--- src/rtl/hazard_scheduler.sv ---
// D-stage hazard scheduler: Tuse/Tnew stall detection against the E/M records,
// plus sequencing of the multi-cycle mult/div unit that HI/LO users wait on.
module hazard_scheduler #(
  parameter int MULT_CYCLES = 5,
  parameter int DIV_CYCLES  = 10
) (
  input  logic        clk,
  input  logic        reset,
  input  logic        d_valid,
  input  logic [4:0]  d_rs,
  input  logic [4:0]  d_rt,
  input  logic [1:0]  d_tuse_rs,
  input  logic [1:0]  d_tuse_rt,
  input  logic [4:0]  d_wa,
  input  logic [1:0]  d_tnew,
  input  logic        d_md_start,
  input  logic        d_md_div,
  input  logic        d_md_use,
  output logic        stall,
  output logic        flush_e,
  output logic        md_busy,
  output logic [3:0]  md_cnt,
  output logic [31:0] stall_cnt
);
  localparam logic [3:0] MULT_LD = 4'(MULT_CYCLES);
  localparam logic [3:0] DIV_LD  = 4'(DIV_CYCLES);

  typedef struct packed {
    logic [4:0] wa;
    logic [1:0] tnew;
    logic       md_start;
    logic       md_div;
  } e_rec_t;

  typedef struct packed {
    logic [4:0] wa;
    logic [1:0] tnew;
  } m_rec_t;

  e_rec_t      e_q, e_d;
  m_rec_t      m_q, m_d;
  logic [3:0]  md_cnt_q, md_cnt_d;
  logic [31:0] stall_cnt_q, stall_cnt_d;
  logic        hz_rs, hz_rt, hz_md;

  // A source is hazardous while a producer ahead of it cannot deliver by its Tuse.
  function automatic logic src_hz(input logic [4:0] r, input logic [1:0] t,
                                  input e_rec_t e, input m_rec_t m);
    return (r != 5'd0) && (t != 2'd3) &&
           (((e.wa == r) && (e.tnew > t)) || ((m.wa == r) && (m.tnew > t)));
  endfunction

  always_comb begin
    hz_rs   = d_valid && src_hz(d_rs, d_tuse_rs, e_q, m_q);
    hz_rt   = d_valid && src_hz(d_rt, d_tuse_rt, e_q, m_q);
    md_busy = e_q.md_start || (md_cnt_q != 4'd0);
    hz_md   = d_valid && d_md_use && md_busy;
    stall   = hz_rs | hz_rt | hz_md;
    flush_e = stall;
  end

  always_comb begin
    e_d = '0;
    if (!stall && d_valid) e_d = '{wa: d_wa, tnew: d_tnew, md_start: d_md_start, md_div: d_md_div};
    m_d.wa   = e_q.wa;
    m_d.tnew = (e_q.tnew == 2'd0) ? 2'd0 : e_q.tnew - 2'd1;
    md_cnt_d = md_cnt_q;
    if (e_q.md_start)            md_cnt_d = e_q.md_div ? DIV_LD : MULT_LD;
    else if (md_cnt_q != 4'd0)   md_cnt_d = md_cnt_q - 4'd1;
    stall_cnt_d = stall ? stall_cnt_q + 32'd1 : stall_cnt_q;
  end

  always_ff @(posedge clk) begin
    if (!reset) begin
      e_q         <= '0;
      m_q         <= '0;
      md_cnt_q    <= '0;
      stall_cnt_q <= '0;
    end else begin
      e_q         <= e_d;
      m_q         <= m_d;
      md_cnt_q    <= md_cnt_d;
      stall_cnt_q <= stall_cnt_d;
    end
  end

  assign md_cnt    = md_cnt_q;
  assign stall_cnt = stall_cnt_q;
endmodule
--- config.mk ---
export PLATFORM = sky130hd
export DESIGN_NAME = hazard_scheduler
export DESIGN_NICKNAME = d
export VERILOG_FILES = /design/src/rtl/hazard_scheduler.sv
export SDC_FILE = /design/constraint.sdc
export NUM_CORES = 1
export LEC_CHECK = 0
export ABC_AREA = 1
export BUFFER_PORTS_ARGS = -buffer_cell sky130_fd_sc_hd__buf_2
export CORE_UTILIZATION = 59
export CTS_BUF_LIST = sky130_fd_sc_hd__clkbuf_16
export DETAILED_ROUTE_END_ITERATION = 8
export PLACE_DENSITY = 0.94
export SYNTH_ARGS = -nofsm -noshare
export SYNTH_HDL_FRONTEND = slang
export SYNTH_SLANG_ARGS = --single-unit
--- constraint.sdc ---
create_clock -name clk -period 3.2 [get_ports clk]
set_input_delay 0.48 -clock clk [delete_from_list [all_inputs] [get_ports clk]]
set_output_delay 0.48 -clock clk [all_outputs]
set_load 0.01 [all_outputs]
==> impl_metrics.json <==
{
  "drtIter0Drc": 261,
  "synthTopCellsByArea": "dfxtp_1 (33%), nand2_1 (15%), nor2_1 (10%), inv_1 (8.8%), nand3_1 (7.0%)",
  "critical_path_required_ns": 2.72,
  "endpoint_kind": "output pin",
  "crit_family": "simple AND/OR/NAND/NOR gates",
  "power_switching_uw": 618.5,
  "skew_ns": 0.008212,
  "crit_fanout": 10,
  "die_w_um": 74.96,
  "grt_pass1_vias": 2910,
  "intPower_mw": 1.166,
  "seq_area_sq_mm": 0.001041,
  "final_cell_mix": "nand2_1 (124), nor2_1 (84), inv_1 (74)",
  "yosysWarnings": 0,
  "clk_latency_ns": 0.29,
  "layout_commonest_cell": "nand2_1",
  "postCtsSetupBuffers": 0,
  "drive_gt1_frac": 0.1720,
  "grt_setup_unrepaired": "false",
  "drt_wl_total_um": 7549,
  "slowest_delay_ns": 0.34,
  "nets": 596,
  "wl_per_cell_um": 12.02,
  "grt_max_degree": 54,
  "cts_root_buf": "clkbuf_16",
  "antenna_found_initial": 0,
  "multi_input_area_sq_mm": 0.001748,
  "via_count": 3402,
  "drv_slew": 0,
  "path_cells": "inv_1 > ha_1 > nand2_1 > o21ai_0 > nor2_1 > nand3_1 > nand2_1 > nand2_1 > nand3_4 > nand2_4 > inv_1 > buf_2",
  "die_h_um": 74.96,
  "path_clk_slew_ns": 0.07,
  "pwr-share-comb": 0.289,
  "slew_headroom": 0.6642,
  "io_pins": 66,
  "rows": 26,
  "fin_crit_ns": 2.418,
  "power.density_mw_per_mm2": 489.7,
  "io_buffers": 65,
  "fmax_mhz": 413.6,
  "worst_pin_slew_ns": 0.5037,
  "fin_area_sq_mm": 0.003645,
  "clock-sinks": 52,
  "antenna_cells": 0,
  "post_cts_resized": 0,
  "placed_cells": 620,
  "crit_buf_inv": 3,
  "htree_num_levels": 2,
  "area_growth_pct": 16.06,
  "setup-tns-final_ns": 0,
  "first_pass_iters": 5,
  "yosysTopAreaCellShare": 0.3315,
  "leakage_nw": 1.873,
  "place.gp.congestion": 0.9032,
  "ant_nets": 0,
  "postSynthAreaPerCell_sq_um": 6.357,
  "maxCapViolCount": 0,
  "start_util": 0.6149,
  "hpwl_um": 5619,
  "ir_drop_uv": 360.6,
  "yosysSeqAreaShare": 0.3315,
  "clock_path_buffers": 2,
  "grt_pass1_wl_um": 12160,
  "viasPerCell": 5.417,
  "fin_crit_sh": 0.7555,
  "slowest_stage": "dfxtp_1",
  "status": "completed",
  "hp-class": "in2reg",
  "finalSetupViolCount": 0,
  "core_sq_mm": 0.005107,
  "hold_viol_final": 0,
  "netlist_instances": 494,
  "cts_buffers": 5,
  "startpoint_type": "flop",
  "worst_ep_arrival_time_ns": 1.94,
  "fillers": 417,
  "syn-cell-area_sq_mm": 0.003141,
  "overflow": 0,
  "dpl_cell_area_sq_mm": 0.003506,
  "grt_use_total": 0.2810,
  "ys_seq_elements": 52,
  "cts_tree": "yes",
  "timing_worst_setup_path_type": "reg2out",
  "yosys.area.top_type": "dfxtp_1",
  "cpMostUsedCell": "nand2_1",
  "p_seq_frac": 0.422,
  "hold_buffers": 0,
  "switching_share": 0.3466,
  "dieArea_sq_mm": 0.005619,
  "clkPwrFrac": 0.289,
  "synth.distinct_cells": 30,
  "instances_no_fill": 628,
  "synth_fp_nets": 533,
  "drc": 0
}
cells by family after synthesis:
logic type      Yosys count  share of synthesized area
compound gates           42                    0.06852
xor+xnor                  7                    0.01952
fa+ha+maj                12                    0.04781
buf+inv                  88                     0.1120
flops                    52                     0.3315
simple gates            293                     0.4207
through the flow:
step / utilization / setup slack [ns] / power [mW] / hold WS, ns
CTS: 0.7136 / 0.7955 / 1.784 / 0.3965
global placement: 0.6864 / 0.9057 / 1.245 / 0.4008
detailed placement: 0.6864 / 0.8151 / 1.274 / 0.4318
global route: 0.7136 / 0.6056 / 1.886 / 0.4012
floorplan: - / 1.021 / 1.141 / 0.3975
finish: 0.7136 / 0.7823 / 1.785 / 0.3950
power groups by stage:
stage	combinational (mW)	sequential (mW)	clock [mW]
5_1_grt	0.581	0.757	0.548
4_1_cts	0.514	0.751	0.520
2_1_floorplan	0.369	0.773	0
3_3_place_gp	0.484	0.761	0
3_5_place_dp	0.509	0.765	0
6_report	0.516	0.752	0.516
final timing paths:
check             slack [ns]              start  cells past startpoint                         end
hold reg to reg         0.44  e_q[2]$_SDFF_PN0_                      1           m_q[0]$_SDFF_PP0_
hold / removal          0.40          d_tnew[1]                      3           e_q[3]$_SDFF_PN0_
setup reg to reg        0.98  e_q[2]$_SDFF_PN0_                     14  stall_cnt[11]$_SDFFE_PN0P_
setup / recovery        0.78  e_q[2]$_SDFF_PN0_                     12                     flush_e
layout make-up:
class | instances | area share
clock buffer | 5 | 0.03433
clock inverter | 3 | 0.003776
sequential | 52 | 0.2856
multi-input combinational | 354 | 0.4796
timing repair buffer | 67 | 0.09337
tap | 70 | 0.02403
inverter | 77 | 0.07930
worst register-to-register path: stages, from the launching register on:
cell and delay (ns):
dfxtp_1 0.34, inv_1 0.09, ha_1 0.28, nand2_1 0.06, o21ai_0 0.08, nor2_1 0.12, nand3_1 0.08, nand2_1 0.10
nand2_1 0.10, nand3_4 0.10, buf_4 0.44, nand2_1 0.15, nand2_1 0.09, nand2_1 0.05, nor2_1 0.09
layer usage:
metal / part of all wire / global-route usage / vias to the layer above
li1: - / - / 1672
met1: 0.41 / 0.3259 / 1548
met2: 0.51 / 0.5155 / 156
met3: 0.062 / 0.04685 / 26
met4: 0.025 / 0.1069 / 0
met5: 0 / 0 / -
synthesized netlist by cell type:
| library cell | count |
|---|---|
| nand2_1 | 124 |
| nand3b_1 | 3 |
| nand3_1 | 44 |
| o21ai_0 | 9 |
| o31ai_1 | 1 |
| nand3_4 | 1 |
| xnor2_1 | 1 |
| inv_1 | 74 |
| nand2_4 | 1 |
| nor3b_2 | 1 |
| xor2_1 | 6 |
| nor2_4 | 3 |
| buf_4 | 5 |
| nand3_2 | 6 |
| nor2_1 | 84 |
| nor3_4 | 1 |
| nor2_2 | 3 |
| a211oi_1 | 1 |
| dfxtp_1 | 52 |
| ha_1 | 12 |
| nor3_1 | 9 |
| clkbuf_1 | 3 |
| buf_2 | 2 |
| inv_2 | 3 |
| nor3b_1 | 1 |
| buf_1 | 1 |
| nand4_1 | 9 |
| o21ai_1 | 1 |
| a21oi_1 | 30 |
| nand2_2 | 3 |
state kept, by name, indices dropped and copies added (netlist names):
register and count:
md_cnt 4, m_q 7, e_q 9, stall_cnt 32
No activity file was read; power rests on OpenSTA's default activity.
